$ cat src/rtl/vx_ti_ray_stack_pkg.sv
// Shared ray-traversal stack types and sizing constants, common to the
// traversal unit and its per-ray stacks.
package vx_ti_ray_stack_pkg;

  localparam int TI_STACK_DEPTH = 16;
  localparam int TI_DATA_WIDTH  = 32;
  localparam int TI_NUM_RAYS    = 4;

  typedef enum logic [1:0] {
    TI_OP_CLEAR = 2'd0,
    TI_OP_PUSH1 = 2'd1,
    TI_OP_PUSH2 = 2'd2,
    TI_OP_POP   = 2'd3
  } ti_stack_op_t;

  // A single context still needs a one-bit ray selector.
  function automatic int tiRayBits(input int numRays);
    return (numRays > 1) ? $clog2(numRays) : 1;
  endfunction

endpackage

$ cat src/rtl/vx_ti_ray_stack_ctx.sv
// One ray's circular BVH node stack: storage, write pointer, count and sticky
// overflow. When full, a push overwrites the oldest (bottom) entry.
module vx_ti_ray_stack_ctx
  import vx_ti_ray_stack_pkg::*;
#(
  parameter int DEPTH      = TI_STACK_DEPTH,
  parameter int DATA_WIDTH = TI_DATA_WIDTH
) (
  input  logic                  clk,
  input  logic                  reset,
  input  logic                  opValid,
  input  logic [1:0]            op,
  input  logic [DATA_WIDTH-1:0] data0,
  input  logic [DATA_WIDTH-1:0] data1,
  output logic [DATA_WIDTH-1:0] topData,
  output logic                  empty,
  output logic                  overflow
);

  localparam int PTR_W = $clog2(DEPTH);
  localparam int CNT_W = PTR_W + 1;
  localparam logic [CNT_W-1:0] FULL        = CNT_W'(DEPTH);
  localparam logic [CNT_W-1:0] ALMOST_FULL = CNT_W'(DEPTH - 1);

  ti_stack_op_t          opType_s;
  logic [DATA_WIDTH-1:0] mem_r [DEPTH];
  logic [PTR_W-1:0]      wrPtr_r;
  logic [PTR_W-1:0]      wrPtrInc1_s;
  logic [PTR_W-1:0]      wrPtrInc2_s;
  logic [PTR_W-1:0]      wrPtrDec_s;
  logic [CNT_W-1:0]      count_r;
  logic                  overflow_r;

  // wrPtr_r is the next free slot; power-of-two DEPTH makes the wrap implicit.
  assign opType_s    = ti_stack_op_t'(op);
  assign wrPtrInc1_s = wrPtr_r + PTR_W'(1);
  assign wrPtrInc2_s = wrPtr_r + PTR_W'(2);
  assign wrPtrDec_s  = wrPtr_r - PTR_W'(1);

  assign topData  = mem_r[wrPtrDec_s];
  assign empty    = (count_r == CNT_W'(0));
  assign overflow = overflow_r;

  // Entry storage: PUSH2 writes the far index first, the near index on top.
  always_ff @(posedge clk) begin
    if (opValid && (opType_s == TI_OP_PUSH1)) begin
      mem_r[wrPtr_r] <= data0;
    end else if (opValid && (opType_s == TI_OP_PUSH2)) begin
      mem_r[wrPtr_r]     <= data0;
      mem_r[wrPtrInc1_s] <= data1;
    end
  end

  // Pointer, saturating count and sticky overflow.
  always_ff @(posedge clk) begin
    if (reset) begin
      wrPtr_r    <= PTR_W'(0);
      count_r    <= CNT_W'(0);
      overflow_r <= 1'b0;
    end else if (opValid) begin
      case (opType_s)
        TI_OP_CLEAR: begin
          count_r    <= CNT_W'(0);
          overflow_r <= 1'b0;
        end
        TI_OP_PUSH1: begin
          wrPtr_r <= wrPtrInc1_s;
          if (count_r == FULL) begin
            overflow_r <= 1'b1;
          end else begin
            count_r <= count_r + CNT_W'(1);
          end
        end
        TI_OP_PUSH2: begin
          wrPtr_r <= wrPtrInc2_s;
          if (count_r >= ALMOST_FULL) begin
            count_r    <= FULL;
            overflow_r <= 1'b1;
          end else begin
            count_r <= count_r + CNT_W'(2);
          end
        end
        TI_OP_POP: begin
          if (count_r != CNT_W'(0)) begin
            wrPtr_r <= wrPtrDec_s;
            count_r <= count_r - CNT_W'(1);
          end
        end
        default: begin
          count_r <= count_r;
        end
      endcase
    end
  end

endmodule

$ cat src/rtl/vx_ti_ray_stack.sv
// Multi-ray traversal stack: routes one request per cycle to the addressed
// ray context and returns pop results through a registered valid/ready port.
module vx_ti_ray_stack
  import vx_ti_ray_stack_pkg::*;
#(
  parameter int  NUM_RAYS   = TI_NUM_RAYS,
  parameter int  DEPTH      = TI_STACK_DEPTH,
  parameter int  DATA_WIDTH = TI_DATA_WIDTH,
  localparam int RAY_BITS   = tiRayBits(NUM_RAYS)
) (
  input  logic                  clk,
  input  logic                  reset,
  input  logic                  req_valid,
  output logic                  req_ready,
  input  logic [RAY_BITS-1:0]   req_ray,
  input  logic [1:0]            req_op,
  input  logic [DATA_WIDTH-1:0] req_data0,
  input  logic [DATA_WIDTH-1:0] req_data1,
  output logic                  rsp_valid,
  input  logic                  rsp_ready,
  output logic [RAY_BITS-1:0]   rsp_ray,
  output logic [DATA_WIDTH-1:0] rsp_data,
  output logic                  rsp_empty,
  output logic [NUM_RAYS-1:0]   ray_empty,
  output logic [NUM_RAYS-1:0]   ray_overflow
);

  logic                  fire_s;
  ti_stack_op_t          reqOp_s;
  logic [DATA_WIDTH-1:0] ctxTop_s [NUM_RAYS];
  logic [DATA_WIDTH-1:0] selTop_s;
  logic                  selEmpty_s;

  // A pending response blocks new requests so it is never overwritten.
  assign req_ready = !(rsp_valid && !rsp_ready);
  assign fire_s    = req_valid && req_ready;
  assign reqOp_s   = ti_stack_op_t'(req_op);

  for (genvar g = 0; g < NUM_RAYS; g++) begin : gCtx
    vx_ti_ray_stack_ctx #(
      .DEPTH      (DEPTH),
      .DATA_WIDTH (DATA_WIDTH)
    ) uCtx (
      .clk      (clk),
      .reset    (reset),
      .opValid  (fire_s && (req_ray == RAY_BITS'(g))),
      .op       (req_op),
      .data0    (req_data0),
      .data1    (req_data1),
      .topData  (ctxTop_s[g]),
      .empty    (ray_empty[g]),
      .overflow (ray_overflow[g])
    );
  end

  // Top entry and emptiness of the addressed ray; out-of-range rays read as empty.
  always_comb begin
    selTop_s   = {DATA_WIDTH{1'b0}};
    selEmpty_s = 1'b1;
    for (int i = 0; i < NUM_RAYS; i++) begin
      selTop_s   = (req_ray == RAY_BITS'(i)) ? ctxTop_s[i] : selTop_s;
      selEmpty_s = (req_ray == RAY_BITS'(i)) ? ray_empty[i] : selEmpty_s;
    end
  end

  // Pop response register; a new pop may replace a result consumed this cycle.
  always_ff @(posedge clk) begin
    if (reset) begin
      rsp_valid <= 1'b0;
      rsp_ray   <= RAY_BITS'(0);
      rsp_data  <= {DATA_WIDTH{1'b0}};
      rsp_empty <= 1'b0;
    end else if (fire_s && (reqOp_s == TI_OP_POP)) begin
      rsp_valid <= 1'b1;
      rsp_ray   <= req_ray;
      rsp_empty <= selEmpty_s;
      rsp_data  <= selEmpty_s ? {DATA_WIDTH{1'b0}} : selTop_s;
    end else if (rsp_ready) begin
      rsp_valid <= 1'b0;
    end else begin
      rsp_valid <= rsp_valid;
    end
  end

endmodule

$ cat config.mk
export PLATFORM = sky130hd
export DESIGN_NAME = vx_ti_ray_stack
export DESIGN_NICKNAME = d
export VERILOG_FILES = /design/src/rtl/vx_ti_ray_stack_pkg.sv /design/src/rtl/vx_ti_ray_stack_ctx.sv /design/src/rtl/vx_ti_ray_stack.sv
export SDC_FILE = /design/constraint.sdc
export NUM_CORES = 2
export LEC_CHECK = 0
export CORE_MARGIN = 10
export CORE_UTILIZATION = 61
export CTS_BUF_LIST = sky130_fd_sc_hd__clkbuf_2 sky130_fd_sc_hd__clkbuf_4 sky130_fd_sc_hd__clkbuf_8
export DETAILED_ROUTE_END_ITERATION = 8
export GPL_TIMING_DRIVEN = 0
export PLACE_DENSITY = 0.78
export SYNTH_ARGS = -nofsm -noshare
export SYNTH_HDL_FRONTEND = slang
export SYNTH_SLANG_ARGS = --single-unit
$ cat constraint.sdc
create_clock -name clk -period 7.02 [get_ports clk]
set_clock_uncertainty 0.2 [all_clocks]
set_input_delay 1.404 -clock clk [delete_from_list [all_inputs] [get_ports clk]]
set_output_delay 1.404 -clock clk [all_outputs]
set_load 0.005 [all_outputs]
==> flow_summary_export.csv <==
group,metric,value,unit
flow_run,cap_violations,5,
setup_path,worstPathMaxFanout,10,
place,finalWeightedCongestion,0.981,
setup_path,slowest_stage,"clkbuf_1",
synth,synth_ff_type,"edfxtp_1",
place,place_ws,0.807,ns
synth,synth_seq_area_share,0.573,
setup_path,startpoint_type,"register",
power_and_ir_drop,pwr_density_cell,225,nW/um2
grt,grt_start_max_net_pins,33,
grt,grt_use_total,0.366,
floorplan,ios,117,
synth,syn_inst,6921,
floorplan,die_w,444,um
timing,grt_setup_unrepaired,"false",
clock_network,clockRootBuffer,"clkbuf_8",
synth,synth_edf_count,2048,
clock_network,cts_htree_levels,5,
clock_network,cts.sinks,2124,
power_and_ir_drop,power,27500,uW
timing,finalWorstSetupSlack,1.10,ns
grt,overflow,0,
route,antenna_left,0,
synth,synthArstFlopShare,0,
synth,synth_most_common_cell,"edfxtp_1",
setup_path,cp_slowest_stage_delay,1.00,ns
setup_path,worstPathCellList,"buf_2, buf_6, buf_4, buf_2, inv_1, ha_1, buf_2, buf_4, buf_2, clkbuf_1, mux4_2, mux2i_1, a32oi_1, nand4_1, o21ai_1",
setup_path,crit_path_frequent_cell,"buf_2",
grt,grt_first_pass_wirelength,514000,um
setup_path,worstPathRequired,7.77,ns
synth,yosysTopAreaCell,"edfxtp_1",
final_layout,nets,7542,
synth,netlist_top_cells_area,"edfxtp_1, mux2_2, mux4_2, clkbuf_1, nand2_1",
route,wl_per_cell,36.7,um
grt,antenna_found_initial,19,
route,vias_per_cell,6.99,
route,route.met2.wl,165000,um
floorplan,fp-row-count,155,
route,wl_met1,129000,um
synth,synth_top_area_share,0.560,
floorplan,initial_utilization,0.615,
clock_network,cts_tree,"yes",
floorplan,design.die.area,198000,um2
clock_network,clk_latency,1.10,ns
synth,synth_seq_cells,2124,
run_status,status,"finished, violations left",
timing,fmax,0.169,GHz
clock_network,post_cts_buffers,0,
clock_network,cts.clk_slew.worst_paths,0.06,ns
floorplan,core_area,179000,um2
final_layout,fill_cells,12200,
route,vias,70300,
clock_network,cts_hold_buf,0,
route,routed-wl-met3,50300,um
final_layout,area_delta_synth_final,11.2,%
final_layout,drive_above_1_share,0.470,
timing,hold_viol_final,0,
synth,ys_top_cells_by_count,"edfxtp_1, mux2_2, mux4_2, clkbuf_1, nand2_1",
setup_path,worst_ep_arrival_time,6.67,ns
route,top_layer,"met5",
power_and_ir_drop,leakage,0.0403,uW
synth,avgSynthCellArea,15.9,um2
power_and_ir_drop,vdd_drop_max,0.000165,V
floorplan,dieHeight,444,um
setup_path,crit_type,"reg -> reg",
route,drc_errors,0,
timing,maxSlewHeadroom,-0.0509,
route,drtIter0Drc,10700,
timing,fin_crit_sh,0.843,
timing,period_minus_slack,5.92,ns
timing,drv_slew,46,
clock_network,cts_buffers,366,
clock_network,cts_buffer_depth,4,
place,port_buffers,50,
min_path,hold_class,"reg -> reg",
timing,tightest_slew,1.58,ns
synth,ys_types,71,
route,routed_wl,369000,um
setup_path,cp-end-kind,"register",
timing,setup_viol,0,
synth,syn_nets,7044,
run_status,failed_checks,"capacitance limit, slew limit",
grt,grt_pass1_vias,70800,
place,dp_hpwl,275000,um
synth,ys_warn_count,0,
route,first_pass_iters,8,
clock_network,ctsResizeCount,0,
synth,syn_area,110000,um2
==> sequential cells by signal, indices dropped and copies added (netlist names) <==
signal and count:
gCtx.uCtx.overflow 4, rsp_valid 1, rsp_data 32, gCtx.uCtx.wrPtr_r 16, rsp_ray 2, gCtx.uCtx.count_r 20, rsp_empty 1, gCtx.uCtx.mem_r 2048
==> layer usage <==
layer,vias to the layer above,GRT usage
met4,16,0.212
met2,5406,0.548
met3,1076,0.114
li1,28100,-
met1,35700,0.474
met5,-,0
==> critical path: cells and delay by family (launching register included) <==
kind	cells	cell delay (ns)
compound gates	2	0.26
buf+inv	9	3.44
flops	1	0.39
fa+ha+maj	1	0.31
mux	2	0.81
simple gates	1	0.33
==> worst paths after layout <==
path                            slack [ns]            to                     from  cells after the start
worst max-delay path                  1.10  rsp_data[18]  gCtx[3].uCtx.wrPtr_r[0]                     15
worst min-delay path                  0.30  rsp_data[26]             rsp_data[26]                      2
worst max register to register        1.10  rsp_data[18]  gCtx[3].uCtx.wrPtr_r[0]                     15
worst min register to register        0.30  rsp_data[26]             rsp_data[26]                      2
==> metrics by stage <==
stage	hold WS, ns	TNS (ns)	cell area [um2]	util	cells
2_1_floorplan	0.242	0	110000	-	6921
3_3_place_gp	0.276	-2502.01	113000	0.634	9326
3_5_place_dp	0.277	0	115000	0.645	9405
4_1_cts	0.285	0	122000	0.683	10000
5_1_grt	0.312	0	122000	0.683	10100
6_report	0.295	0	122000	0.683	10100
==> cell usage in the layout (no fill, tap or decap), types with 51 or more instances in the layout <==
master | synthesis | layout
o22ai_1 | 61 | 61
buf_2 | 263 | 263
nand3_1 | 56 | 56
edfxtp_1 | 2048 | 2048
ha_1 | 51 | 51
buf_1 | 98 | 97
clkbuf_1 | 495 | 493
mux2_2 | 2026 | 2026
a21oi_1 | 74 | 74
clkbuf_4 | 0 | 133
dfxtp_1 | 76 | 76
mux4_2 | 528 | 528
nor2_1 | 77 | 77
clkinv_1 | 0 | 87
clkbuf_8 | 1 | 386
mux2i_1 | 92 | 92
nand2_1 | 428 | 396
==> layout make-up <==
class | instances | area, um2 | share of cell area
well taps | 2355 | 2950 | 0.0241
multi-input cells | 3851 | 43300 | 0.354
plain buffers | 900 | 3930 | 0.0322
clock inverters | 126 | 559 | 0.00458
repair buffers | 130 | 1970 | 0.0162
inverters | 46 | 173 | 0.00141
clock buffers | 518 | 6300 | 0.0515
flip-flops and latches | 2124 | 63000 | 0.516
diodes | 8 | 20.0 | 0.000164
==> kinds of logic (layout without fill, tap and decap cells) <==
group,after synthesis,count (layout),share of synthesized area
other cells,0,8,0
xor+xnor,45,45,0.00386
fa+ha+maj,51,51,0.00581
flops,2124,2124,0.573
mux,2668,2668,0.326
buf+inv,946,1720,0.0373
simple gates,681,681,0.0274
compound gates,406,406,0.0257
==> report_power, final <==
part           internal [uW]  switching (uW)
Sequential             13900            26.4
Combinational            955            1610
Clock                   5780            5210
(Power assumes the default switching activity.)
